### src/rtl/mfsk_pkg.sv
// Shared types and constants for the MFSK modulator.
// Contents: FSM state enum and the maximal-length Fibonacci LFSR tap masks for widths 5..16.
package mfsk_pkg;

  typedef enum logic [1:0] {
    ST_IDLE = 2'd0,
    ST_LOAD = 2'd1,
    ST_RUN  = 2'd2
  } state_e;

  localparam int unsigned TAP_W = 16;

  // Feedback tap mask (bit i set = state bit i feeds the XOR) for an LFSR of width w.
  function automatic logic [TAP_W-1:0] tap_mask(input int unsigned w);
    case (w)
      5:       tap_mask = 16'h0014;
      6:       tap_mask = 16'h0030;
      7:       tap_mask = 16'h0060;
      8:       tap_mask = 16'h00B8;
      9:       tap_mask = 16'h0110;
      10:      tap_mask = 16'h0240;
      11:      tap_mask = 16'h0500;
      12:      tap_mask = 16'h0829;
      13:      tap_mask = 16'h100D;
      14:      tap_mask = 16'h2015;
      15:      tap_mask = 16'h6000;
      16:      tap_mask = 16'hD008;
      default: tap_mask = 16'h0000;
    endcase
  endfunction

endpackage

### src/rtl/mfsk_lfsr.sv
// Fibonacci LFSR used as the internal symbol source.
// Ports: clk, rstb (async active-low), load + seed (seed of zero loads all-ones),
//        step (shift once), state (current register value, MSB is the output bit).
module mfsk_lfsr
  import mfsk_pkg::*;
#(
  parameter int unsigned W = 5
) (
  input  logic         clk,
  input  logic         rstb,
  input  logic         load,
  input  logic [W-1:0] seed,
  input  logic         step,
  output logic [W-1:0] state
);

  localparam logic [W-1:0] TAPS = W'(tap_mask(W));

  logic fb;

  assign fb = ^(state & TAPS);

  // All-zero is the lock-up state, so a zero seed is replaced by all-ones.
  always_ff @(posedge clk or negedge rstb) begin
    if (!rstb) begin
      state <= '1;
    end else if (load) begin
      state <= (seed == '0) ? '1 : seed;
    end else if (step) begin
      state <= {state[W-2:0], fb};
    end
  end

endmodule

### src/rtl/mfsk_mod.sv
// M-ary FSK square-wave modulator: symbols from the internal LFSR (mode=0) or an
// external valid/ready stream (mode=1), each held SYM_CYC clocks, tone half-period
// BASE_HALF + sym*STEP_HALF, phase-continuous across symbol boundaries.
// Ports: clk, rstb, en, mode, seed_load/seed, din/din_valid/din_ready, fsk_out,
//        ready (symbol boundary strobe), shift (LFSR advanced), lfsr, count, sym, underrun.
module mfsk_mod
  import mfsk_pkg::*;
#(
  parameter int unsigned LFSR_W    = 5,
  parameter int unsigned SYM_BITS  = 1,
  parameter int unsigned CNT_W     = 7,
  parameter int unsigned SYM_CYC   = 100,
  parameter int unsigned BASE_HALF = 8,
  parameter int unsigned STEP_HALF = 2
) (
  input  logic                clk,
  input  logic                rstb,
  input  logic                en,
  input  logic                mode,
  input  logic                seed_load,
  input  logic [LFSR_W-1:0]   seed,
  input  logic [SYM_BITS-1:0] din,
  input  logic                din_valid,
  output logic                din_ready,
  output logic                fsk_out,
  output logic                ready,
  output logic                shift,
  output logic [LFSR_W-1:0]   lfsr,
  output logic [CNT_W-1:0]    count,
  output logic [SYM_BITS-1:0] sym,
  output logic                underrun
);

  localparam int unsigned HALF_MAX = BASE_HALF + ((1 << SYM_BITS) - 1) * STEP_HALF;
  localparam int unsigned HALF_W   = $clog2(HALF_MAX + 1);
  localparam int unsigned BIT_W    = $clog2(SYM_BITS + 1);
  localparam logic [CNT_W-1:0] CNT_LAST = CNT_W'(SYM_CYC - 1);
  localparam logic [BIT_W-1:0] BIT_LAST = BIT_W'(SYM_BITS - 1);

  state_e              state, state_nxt;
  logic                mode_q, mode_q_nxt;
  logic [BIT_W-1:0]    bcnt, bcnt_nxt;
  logic [HALF_W-1:0]   hcnt, hcnt_nxt, half_len_c;
  logic [SYM_BITS-1:0] next_sym, next_sym_nxt, sym_nxt, shifted_c;
  logic                buf_full, buf_full_nxt;
  logic [CNT_W-1:0]    count_nxt;
  logic                fsk_nxt, ready_nxt, shift_nxt, din_ready_nxt, underrun_nxt;
  logic                step_c, seed_load_c, accept_c, wrap_c, boundary_c;

  mfsk_lfsr #(.W(LFSR_W)) u_lfsr (
    .clk   (clk),
    .rstb  (rstb),
    .load  (seed_load_c),
    .seed  (seed),
    .step  (step_c),
    .state (lfsr)
  );

  assign half_len_c = HALF_W'(BASE_HALF) + HALF_W'(sym) * HALF_W'(STEP_HALF);

  // State and registered outputs.
  always_ff @(posedge clk or negedge rstb) begin
    if (!rstb) begin
      state     <= ST_IDLE;
      mode_q    <= 1'b0;
      bcnt      <= '0;
      hcnt      <= '0;
      next_sym  <= '0;
      buf_full  <= 1'b0;
      count     <= '0;
      sym       <= '0;
      fsk_out   <= 1'b0;
      ready     <= 1'b0;
      shift     <= 1'b0;
      din_ready <= 1'b0;
      underrun  <= 1'b0;
    end else begin
      state     <= state_nxt;
      mode_q    <= mode_q_nxt;
      bcnt      <= bcnt_nxt;
      hcnt      <= hcnt_nxt;
      next_sym  <= next_sym_nxt;
      buf_full  <= buf_full_nxt;
      count     <= count_nxt;
      sym       <= sym_nxt;
      fsk_out   <= fsk_nxt;
      ready     <= ready_nxt;
      shift     <= shift_nxt;
      din_ready <= din_ready_nxt;
      underrun  <= underrun_nxt;
    end
  end

  // Next-state and next-output logic.
  always_comb begin
    state_nxt     = state;
    mode_q_nxt    = mode_q;
    bcnt_nxt      = bcnt;
    hcnt_nxt      = hcnt;
    next_sym_nxt  = next_sym;
    buf_full_nxt  = buf_full;
    count_nxt     = count;
    sym_nxt       = sym;
    fsk_nxt       = fsk_out;
    ready_nxt     = 1'b0;
    shift_nxt     = 1'b0;
    din_ready_nxt = 1'b0;
    underrun_nxt  = underrun;
    step_c        = 1'b0;
    seed_load_c   = 1'b0;
    wrap_c        = 1'b0;
    boundary_c    = 1'b0;
    accept_c      = din_valid & din_ready;
    // LFSR output bit appended MSB-first to the symbol being assembled.
    shifted_c     = SYM_BITS'({next_sym, lfsr[LFSR_W-1]});

    case (state)
      ST_IDLE: begin
        seed_load_c  = seed_load;
        count_nxt    = '0;
        hcnt_nxt     = '0;
        fsk_nxt      = 1'b0;
        buf_full_nxt = 1'b0;
        if (en) begin
          state_nxt    = ST_LOAD;
          mode_q_nxt   = mode;
          bcnt_nxt     = '0;
          underrun_nxt = 1'b0;
        end
      end
      ST_LOAD: begin
        if (!mode_q) begin
          step_c       = 1'b1;
          next_sym_nxt = shifted_c;
          bcnt_nxt     = bcnt + BIT_W'(1);
          if (bcnt == BIT_LAST) begin
            state_nxt  = ST_RUN;
            sym_nxt    = shifted_c;
            count_nxt  = '0;
            boundary_c = 1'b1;
          end
        end else if (accept_c) begin
          state_nxt  = ST_RUN;
          sym_nxt    = din;
          count_nxt  = '0;
          boundary_c = 1'b1;
        end
      end
      ST_RUN: begin
        wrap_c     = (count == CNT_LAST);
        boundary_c = wrap_c;
        count_nxt  = wrap_c ? '0 : count + CNT_W'(1);
        if (!mode_q) begin
          // Prefetch the following symbol early in the current one.
          if (count < CNT_W'(SYM_BITS)) begin
            step_c       = 1'b1;
            next_sym_nxt = shifted_c;
          end
          if (wrap_c) sym_nxt = next_sym;
        end else begin
          if (wrap_c) begin
            if (buf_full) begin
              sym_nxt      = next_sym;
              buf_full_nxt = 1'b0;
            end else begin
              underrun_nxt = 1'b1;
            end
          end
          if (accept_c) begin
            next_sym_nxt = din;
            buf_full_nxt = 1'b1;
          end
        end
      end
      default: state_nxt = ST_IDLE;
    endcase

    // Disable wins from any state; symbol, LFSR and flags are held.
    if (!en) begin
      state_nxt    = ST_IDLE;
      mode_q_nxt   = mode_q;
      bcnt_nxt     = bcnt;
      next_sym_nxt = next_sym;
      sym_nxt      = sym;
      underrun_nxt = underrun;
      step_c       = 1'b0;
      boundary_c   = 1'b0;
      count_nxt    = '0;
      hcnt_nxt     = '0;
      fsk_nxt      = 1'b0;
      buf_full_nxt = 1'b0;
    end

    // Tone generator: the half counter restarts at boundaries without toggling.
    if (state_nxt == ST_RUN) begin
      ready_nxt     = boundary_c;
      din_ready_nxt = mode_q_nxt & ~buf_full_nxt;
      if (boundary_c) begin
        hcnt_nxt = '0;
      end else if (hcnt >= half_len_c - HALF_W'(1)) begin
        hcnt_nxt = '0;
        fsk_nxt  = ~fsk_out;
      end else begin
        hcnt_nxt = hcnt + HALF_W'(1);
      end
    end else if (state_nxt == ST_LOAD) begin
      din_ready_nxt = mode_q_nxt;
    end

    shift_nxt = step_c;
  end

endmodule
### config.mk
export PLATFORM = sky130hd
export DESIGN_NAME = mfsk_mod
export DESIGN_NICKNAME = d
export VERILOG_FILES = /design/src/rtl/mfsk_pkg.sv /design/src/rtl/mfsk_lfsr.sv /design/src/rtl/mfsk_mod.sv
export SDC_FILE = /design/constraint.sdc
export NUM_CORES = 1
export LEC_CHECK = 0
export CORE_MARGIN = 2
export CORE_UTILIZATION = 31
export CTS_BUF_LIST = sky130_fd_sc_hd__clkbuf_4
export DETAILED_ROUTE_END_ITERATION = 10
export DONT_BUFFER_PORTS = 1
export SLEW_MARGIN = 20
export SYNTH_ARGS = -nofsm -noshare
export SYNTH_HDL_FRONTEND = slang
export SYNTH_SLANG_ARGS = --single-unit
### constraint.sdc
create_clock -name clk -period 4.55 [get_ports clk]
set_clock_uncertainty 0.15 [all_clocks]
set_input_delay 0.91 -clock clk [delete_from_list [all_inputs] [get_ports clk]]
set_output_delay 0.91 -clock clk [all_outputs]
set_load 0.1 [all_outputs]
Word level (Yosys, flattened, before mapping). Index checks and enable logic that the tools add are counted.

Bits in registers: 28. Logic and storage cells: 118.

Add/sub/neg operators: 5. Order comparisons: 2. Equality and inequality tests: 18. Multiplexer cells: 63. Bitwise gates (word level): 4. Reductions and logical operators: 12.

Operators by type and width (count): 1-bit two-way mux (37); 7-bit two-way mux (5); 7-bit one-hot mux with 3 select lines (1); 4-bit two-way mux (5); 5-bit two-way mux (3); 3-bit != test (second input constant) (5); 1-bit one-hot mux with 2 select lines (7); 5-bit AND reduction (2); 2-bit two-way mux (4); 2-bit != test (second input constant) (4); 4-bit != test (second input constant) (2); 2-bit nonzero test (4); 7-bit by 1-bit adder with 7-bit output (second input constant) (1); 7-bit equality test (second input constant) (1); 7-bit by 1-bit < comparator with 1-bit output (second input constant) (1); 2-bit one-hot mux with 3 select lines (1); 3-bit AND reduction (2); 6-bit AND reduction (1); 5-bit zero test (1); 5-bit XOR reduction (1); 4-bit by 1-bit adder with 4-bit output (second input constant) (1); 4-bit by 2-bit adder with 4-bit output (first input constant) (1); 2-bit by 1-bit equality test with 1-bit output (second input constant) (2); 2-bit equality test (second input constant) (2); other kinds (8) (10).

Depth between registers and ports, before layout. Gate-level depths: netlist of run 1.

Depth after elaboration: 9. Depth in mapped cells: 8. Depth with buffers taken out: 7.

Hierarchy. A second synthesis of run 1 with hierarchy kept.

Cells, all modules: 196. Area, all modules: 1783.0 um2.

Modules (own cells, without submodules): mfsk_mod (instances 1, cells each 163, area each 1485.2 um2, sequential area each 575.6 um2); mfsk_lfsr (instances 1, cells each 33, area each 297.8 um2, sequential area each 131.4 um2).

Worst setup path before layout of run 1. No wires, ideal clock.

Path type: register -> register. Start: register count[0]. End: register count[5]. Arrival time: 2575 ps. Data required time: 4322 ps. Slack: 1747 ps. Stages on the path, launching flop included: 7. Period minus slack after synthesis: 2803 ps. Path through: dfrtp_1 -> ha_1 -> and3_1 -> and2_4 -> or3b_4 -> or4_1 -> a21boi_1.

Word-level cells in the longest chain between the ends: 4.

Ends and longest elaborated chain: start: declaration (line mfsk_mod.sv:29) `output logic [CNT_W-1:0] count,`; start signal: assignment (line mfsk_mod.sv:84) `count <= count_nxt;`; 7-bit by 1-bit adder with 7-bit output / 7-bit equality test (equally long branches) (line mfsk_mod.sv:152, mfsk_mod.sv:150); 7-bit two-way mux * (line mfsk_mod.sv:152) `count_nxt = wrap_c ? '0 : count + CNT_W'(1);`; 7-bit one-hot mux with 3 select lines * (line mfsk_mod.sv:117) `case (state)`; 7-bit two-way mux * (line mfsk_mod.sv:179) `if (!en) begin`.

Mark *: on every way between the ends. The rest lies on a longest branch, timed or not. A chain may end at the register's enable or synchronous reset.

Worst setup path after layout of run 1. Same ends and word-level chain as after synthesis.

==> results of run 1 <==
[cell usage after synthesis, types with 4 or more instances]
library cell / count / area share [%]
inv_1: 8 / 1.7
nand2_1: 15 / 3.3
clkbuf_1: 4 / 0.87
nor2_1: 11 / 2.4
nand2b_1: 6 / 2.2
nor2b_1: 7 / 2.5
o2bb2ai_1: 4 / 2.0
ha_1: 9 / 6.5
dfstp_2: 5 / 7.6
dfrtp_1: 23 / 33
a31oi_1: 4 / 1.5
nor3_1: 6 / 1.7
a21oi_1: 11 / 3.2
o21a_1: 4 / 1.7
nand3_1: 10 / 2.9
o21ai_0: 12 / 3.5
[routing by layer]
metal	wire length [um]	global-route usage, %
met1	1770	17.7
met2	1700	20.9
met3	178	2.18
met4	63	4.74
met5	0	0
[worst min path at each step]
stage | startpoint | end | slack [ns]
2_1_floorplan | next_sym | next_sym | 0.32
3_3_place_gp | next_sym | next_sym | 0.36
3_5_place_dp | next_sym | next_sym | 0.36
4_1_cts | rstb | count[5] | 0.07
5_1_grt | rstb | underrun | 0.05
6_report | rstb | underrun | 0.08
[logic make-up after synthesis]
logic type	after synthesis	share of synthesized area [%]
buffers and inverters	16	3.70
multiplexers	6	3.70
XOR/XNOR	2	1.02
flip-flops	28	41.0
AND/OR/NAND/NOR	74	23.1
AO/OA/AOI/OAI	53	21.0
adder cells (fa/ha/maj)	9	6.53
[sequential cells by signal, indices dropped and copies added (netlist names)]
signal,count
bcnt,1
underrun,1
u_lfsr.state,5
shift,1
hcnt,4
ready,1
next_sym,1
mode_q,1
fsk_out,1
count,7
sym,1
buf_full,1
state,2
din_ready,1
[worst register-to-register path: stages (launching register included)]
cell and delay (ns):
dfrtp_1 0.81, ha_1 0.46, and3_1 0.20, and2_4 0.18, or3b_4 0.42, or4_1 0.51, a21boi_1 0.15
[power groups by stage]
stage	Sequential (W)	Combinational (W)	Clock (W)
floorplan	0.000611	0.000288	0
global placement	0.000590	0.000389	0
global route	0.000596	0.000437	0.000128
CTS	0.000585	0.000393	0.000117
finish	0.000584	0.000390	0.000111
detailed placement	0.000589	0.000391	0
[layout make-up]
type                            instances  area, um2  area share, %
Sequential cell                        28        707           38.5
Clock inverter                          1       3.75          0.204
Inverter                                8       30.0           1.63
Clock buffer                            3       22.5           1.23
Tap cell                               72       90.1           4.90
Timing Repair Buffer                    4       30.0           1.63
Multi-Input combinational cell        144        955           51.9
[stage by stage]
step / utilization (%) / setup WS [ns] / power (W) / hold WS [ns]
floorplan: - / 1.75 / 0.000899 / 0.324
global placement: 33.3 / 1.67 / 0.000978 / 0.355
detailed placement: 33.3 / 1.64 / 0.000980 / 0.357
CTS: 33.8 / 1.61 / 0.00110 / 0.0690
global route: 33.8 / 1.49 / 0.00116 / 0.0462
finish: 33.8 / 1.60 / 0.00108 / 0.0813
==> impl_metrics.toml, run 1 <==
[synth]
synth_edf_count = 0
synth_nets = 209
synth_area_um2 = 1730
synthCells = 188
ys_seq_area_share_pct = 41.0
postSynthAreaPerCell_um2 = 9.18
synth_warnings = 0
yosys_register_bits = 28
yosys_most_used_dff = "dfrtp_1"
ys_async_sr_fraction_pct = 100
synth_cell_types = 46

[timing]
tightest_slew_ns = 1.07
setup_tns_ns = 0
max_freq_ghz = 0.339
fin_crit_sh_pct = 64.8
slew_headroom_pct = 28.5
finalSetupViolCount = 0
drv_slew = 0
rsz0062_at_grt = "false"
hold_viol = 0
fin_crit_ns = 2.95

[cts]
numClockSinks = 28
h-tree-depth = 1
tritoncts = "yes"
post_cts_buffers = 0
cts_made_buffers = 3
ctsLongestPathBuffers = 2
clock_latency_ns = 0.34
hold_buffers = 0
cts-resized-gates = 0
clk_pin_slew_ns = 0.16
cts_root_buf = "clkbuf_4"

[layout]
diodes = 0
final_cell_mix = "23 x dfrtp_1, 15 x nand2_1, 12 x o21ai_0, 11 x nor2_1, 11 x a21oi_1"
layout-drive-gt1-share_pct = 10.6
final_common_cell = "dfrtp_1"
nFillCells = 556
fin_cells = 260
stdcell_area_um2 = 1840
syn_to_final_growth_pct = 6.53
layout.nets = 210

[floorplanning]
io_pins = 30
num_rows = 27
dieArea_um2 = 6180
start_util_pct = 31.7
die_y_um = 78.6
coreArea_um2 = 5440
die_w_um = 78.6

[global_routing]
overflow = 0
groute.usage.overall_pct = 13.0
first_global_vias = 1339
grt_pass1_wl_um = 6530
grt_max_degree = 29
antenna_found_initial = 0

[pwr]
switching_share_pct = 53.8
pwr-share-seq_pct = 53.8
power_switching_w = 0.000584
p_leak_nw = 0.749
power.density_nw_per_um2 = 590
power.internal_w = 0.000501
p_clk_share_pct = 10.2
vdd.ir_drop.worst_uv = 304
power_frac_comb_pct = 35.9

[place]
hpwl_um = 2770
place.gp.congestion = 0.758
post-place-cells = 256
placed_cell_area_um2 = 1810
port_buffers = 0

[worst_setup_path]
required_ns = 4.69
arrival_ns = 3.09
crit_start = "count[0]"
cp_slowest_stage_delay_ns = 0.81
reg2reg_to = "count[5]"
crit_chain = "ha_1 > and3_1 > and2_4 > or3b_4 > or4_1 > a21boi_1"
crit_family = "simple AND/OR/NAND/NOR gates"
critPathCapture = "count[5]"
crit_fanout = 6
r2r_slack_ns = 1.60
rr_worst_depth = 6
crit_slowest_cell = "dfrtp_1"
worstReg2RegStart = "count[0]"
end_kind = "flop"
critPathKind = "flop to flop"
cp.depth = 6
cp-start-kind = "flop"
cp_num_buf_inv = 0

[route]
ant_nets = 0
drt_first_iter_violations = 97
post_drt_via_cell_ratio = 5.35
avgRoutedWirePerCell_um = 14.3
num_vias = 1391
dr.pass1.iters = 4
drc_errors = 0
routed_wl_um = 3720

[status]
status = "completed"

[run]
max_cap_viol_count = 0

[worst_hold_path]
hp-class = "input pin to async pin"
(Power assumes the default switching activity.)
==> inputs of run 2 (changes only) <==
==> constraint.sdc (replaced) <==
create_clock -name clk -period 2.4 [get_ports clk]
set_clock_uncertainty 0.15 [all_clocks]
set_input_delay 0.48 -clock clk [delete_from_list [all_inputs] [get_ports clk]]
set_output_delay 0.48 -clock clk [all_outputs]
set_load 0.1 [all_outputs]
==> impl_metrics.toml, run 2 (synthesized netlist as in run 1, its figures left out) <==
[timing]
max_freq_ghz = 0.429
slew_headroom_pct = 38.3
drv_slew = 0
hold_viol = 0
fin_crit_ns = 2.33
tightest_slew_ns = 0.926
fin_crit_sh_pct = 97.2
worst_slack_ns = 0.0683
finalSetupViolCount = 0

[worst_setup_path]
crit_fanout = 5
r2r_slack_ns = 0.07
critPathCapture = "count[5]"
crit_family = "simple AND/OR/NAND/NOR gates"
cp.depth = 6
cp_slowest_stage_delay_ns = 0.52
rr_worst_depth = 6
crit_chain = "ha_4 > and3_1 > and2_4 > or3b_4 > or4_1 > a21boi_1"
worstReg2RegStart = "count[0]"
cp_num_buf_inv = 0
end_kind = "flop"
reg2reg_to = "count[5]"
crit_start = "count[0]"
critPathKind = "flop to flop"
arrival_ns = 2.44
crit_slowest_cell = "dfrtp_4"
cp-start-kind = "flop"
required_ns = 2.51

[floorplanning]
die_y_um = 78.6
io_pins = 30
start_util_pct = 31.7
dieArea_um2 = 6180
die_w_um = 78.6
coreArea_um2 = 5440
num_rows = 27

[layout]
largest_register = "count"
utilization_pct = 38.3
nFillCells = 539
largest_reg_flops = 7
final_common_cell = "buf_4"
top_regs = "count: 7 flops, u_lfsr.state: 5 flops, hcnt: 4 flops"
diodes = 0
fin_cells = 285
layout-drive-gt1-share_pct = 27.2
layout.nets = 235
syn_to_final_growth_pct = 20.9
final_cell_mix = "27 x buf_4, 15 x nand2_1, 14 x dfrtp_1, 12 x o21ai_0"

[route]
ant_nets = 0
num_vias = 1465
drc_errors = 0
routed_wl_um = 3910
post_drt_via_cell_ratio = 5.14
avgRoutedWirePerCell_um = 13.7
drt_first_iter_violations = 100
dr.pass1.iters = 4

[cts]
cts_root_buf = "clkbuf_4"
cts_made_buffers = 3
tritoncts = "yes"
clk_pin_slew_ns = 0.15
h-tree-depth = 1
clock_latency_ns = 0.33
ctsLongestPathBuffers = 2
numClockSinks = 28

[global_routing]
grt_pass1_wl_um = 6960
overflow = 0
grt_max_degree = 29
first_global_vias = 1443
groute.usage.overall_pct = 14.0
antenna_found_initial = 0

[place]
place.gp.congestion = 0.859
port_buffers = 0
pre_cts_ws_ns = 0.0475
hpwl_um = 2970
post-place-cells = 276

[pwr]
vdd.ir_drop.worst_uv = 664
power_w = 0.00224
p_leak_nw = 0.867
power.density_nw_per_um2 = 1080

[worst_hold_path]
whs_path_depth = 1
hp-class = "input pin to flop"

[status]
status = "completed"

[run]
max_cap_viol_count = 0
## run 2: worst min-delay path by stage
stage,from,end
floorplan,rstb,bcnt
global placement,rstb,hcnt[2]
detailed placement,rstb,hcnt[2]
CTS,en,count[3]
global route,en,count[3]
finish,en,count[3]
## run 2: through the flow
stage / TNS, ns / cell area, um2 / hold slack [ns]
3_3_place_gp: 0 / 1990 / 0.0350
6_report: 0 / 2090 / 0.0985
3_5_place_dp: 0 / 1990 / 0.0350
2_1_floorplan: -0.0480 / 1750 / 0.0344
4_1_cts: 0 / 2050 / 0.0818
5_1_grt: -0.00107 / 2090 / 0.0726
## run 2: repair_timing
| action | 4_1_cts | 5_1_grt |
|---|---|---|
| endpoints found under the setup margin | 1 | 6 |
| hold endpoints to repair | 28 | 0 |
| gates resized for setup | 0 | 4 |
| pin swaps | 0 | 2 |
| hold buffers | 2 | 0 |
| setup buffers | 1 | 2 |
## run 2: cell type report
type	count	area (um2)	share of cell area, %
clock buffer	3	22.5	1.08
clock inverter	1	3.75	0.180
inverter	8	30.0	1.44
multi-input combinational	144	983	47.2
sequential	28	723	34.7
tap	72	90.1	4.32
timing repair buffer	29	233	11.2
## run 2: per-layer routing
layer  vias to the layer above  track usage (%)  routed length (um)  share of wire [%]
li1                        743                -                   -                  -
met1                       688             18.7                1870                 48
met2                        30             22.8                1800                 46
met3                         4             2.87                 198                5.1
met4                         0             4.21                  44                1.1
met5                         -                0                   0                  0
## run 2: power breakdown
part / switching [W] / internal, W
logic: 0.000565 / 0.000406
clock network: 0.000144 / 0.0000612
registers: 0.000447 / 0.000620
==> inputs of run 3 (changes only) <==
==> constraint.sdc (replaced) <==
create_clock -name clk -period 2.18 [get_ports clk]
set_clock_uncertainty 0.15 [all_clocks]
set_input_delay 0.436 -clock clk [delete_from_list [all_inputs] [get_ports clk]]
set_output_delay 0.436 -clock clk [all_outputs]
set_load 0.1 [all_outputs]
==> impl_metrics.toml, run 3 (synthesized netlist as in run 1, its figures left out) <==
[pwr]
switching_share_pct = 51.0
power_w = 0.00252
vdd.ir_drop.worst_uv = 868
power_switching_w = 0.00129
power.density_nw_per_um2 = 1170
power.internal_w = 0.00124
p_leak_nw = 0.899
p_clk_share_pct = 9.0
pwr-share-seq_pct = 43.4
power_frac_comb_pct = 47.6

[route]
num_vias = 1482
ant_nets = 0
drc_errors = 0
drt_first_iter_violations = 136
dr.pass1.iters = 4
avgRoutedWirePerCell_um = 13.7
post_drt_via_cell_ratio = 5.08
routed_wl_um = 4010

[floorplanning]
die_y_um = 78.6
num_rows = 27
coreArea_um2 = 5440
dieArea_um2 = 6180
io_pins = 30
start_util_pct = 31.7
die_w_um = 78.6

[worst_setup_path]
critPathKind = "flop to flop"
cp_slowest_stage_delay_ns = 0.53
cp-start-kind = "flop"
end_kind = "flop"
r2r_slack_ns = 0.04
arrival_ns = 2.27
crit_slowest_cell = "dfrtp_4"
reg2reg_to = "count[5]"
rr_worst_depth = 6
crit_chain = "ha_4 > and3_4 > and2_4 > or3b_4 > or4_4 > a21boi_2"
worstReg2RegStart = "count[0]"
crit_fanout = 3
required_ns = 2.31

[layout]
nFillCells = 543
layout-drive-gt1-share_pct = 30.9
largest_reg_flops = 7
largest_register = "count"
top_regs = "count: 7 flops, u_lfsr.state: 5 flops, hcnt: 4 flops"
layout.nets = 242
syn_to_final_growth_pct = 24.8
stdcell_area_um2 = 2150
final_cell_mix = "34 x buf_4, 15 x nand2_1, 14 x dfrtp_1"
diodes = 0
final_common_cell = "buf_4"

[cts]
ctsLongestPathBuffers = 2
tritoncts = "yes"
h-tree-depth = 1
clk_pin_slew_ns = 0.16
clock_latency_ns = 0.33
cts_root_buf = "clkbuf_4"
cts_made_buffers = 3
numClockSinks = 28

[run]
max_cap_viol_count = 0

[timing]
fin_crit_sh_pct = 98.0
slew_headroom_pct = 39.1
hold_viol = 0
fin_crit_ns = 2.14
max_freq_ghz = 0.468
setup_tns_ns = 0
rsz0062_at_grt = "true"
worst_slack_ns = 0.0436
finalSetupViolCount = 0
tightest_slew_ns = 0.914
holdWs_ns = 0.0512
drv_slew = 0

[global_routing]
groute.usage.overall_pct = 14.0
first_global_vias = 1465
antenna_found_initial = 0
grt_pass1_wl_um = 6960
grt_max_degree = 29
overflow = 0

[worst_hold_path]
whs_path_depth = 1
hp-class = "input pin to flop"
hp-start = "en"
min_to = "count[4]"

[place]
pre_cts_ws_ns = -0.0138
port_buffers = 0
hpwl_um = 3050
placed_cell_area_um2 = 2060
place.gp.congestion = 0.796

[status]
status = "completed"
==> run 3: per-layer routing <==
| layer | routed length, um | GRT usage (%) | part of all wire, % |
|---|---|---|---|
| met1 | 1870 | 19.4 | 47 |
| met2 | 1940 | 22.6 | 48 |
| met3 | 159 | 2.07 | 4.0 |
| met4 | 36 | 3.86 | 0.90 |
| met5 | 0 | 0 | 0 |
==> run 3: worst max path at each step <==
stage	from	end	slack, ns	cells past startpoint
floorplan	count[1]	count[5]	-0.10	6
global placement	state[0]	hcnt[2]	0.03	6
detailed placement	state[0]	hcnt[2]	-0.01	6
CTS	state[1]	hcnt[2]	0.03	7
global route	state[1]	hcnt[2]	-0.02	7
finish	count[0]	count[5]	0.04	6
==> run 3: area by class of cell <==
class	instances	area, um2	share of cell area (%)
Multi-Input combinational cell	144	996	46.3
Sequential cell	28	726	33.7
Timing Repair Buffer	36	285	13.2
Tap cell	72	90.1	4.18
Inverter	8	30.0	1.39
Clock buffer	3	22.5	1.05
Clock inverter	1	3.75	0.174
==> run 3: power groups by stage <==
stage / Sequential [W] / Combinational [W] / Clock (W)
2_1_floorplan: 0.00129 / 0.000601 / 0
3_3_place_gp: 0.00110 / 0.00115 / 0
3_5_place_dp: 0.00110 / 0.00116 / 0
4_1_cts: 0.00109 / 0.00119 / 0.000239
5_1_grt: 0.00112 / 0.00133 / 0.000255
6_report: 0.00109 / 0.00120 / 0.000228
==> run 3: worst max-delay path, delay by kind of cell, from the launching register on <==
family                     cells  cell delay (ns)
and+or+nand+nor                4             1.09
DFF                            1             0.53
adders and majority gates      1             0.17
AOI/OAI and AO/OA              1             0.14
==> run 3: stage by stage <==
| stage | std cells | util, % |
|---|---|---|
| floorplan | 188 | - |
| global placement | 284 | 37.8 |
| detailed placement | 284 | 37.8 |
| CTS | 290 | 39.0 |
| global route | 292 | 39.6 |
| finish | 292 | 39.6 |
==> run 3: what timing repair did <==
item,4_1_cts,5_1_grt
setup buffers,0,2
endpoints found under the setup margin,1,5
hold buffers,2,0
endpoints found under the hold margin,28,0
resized for setup,2,5
pin swaps,0,3
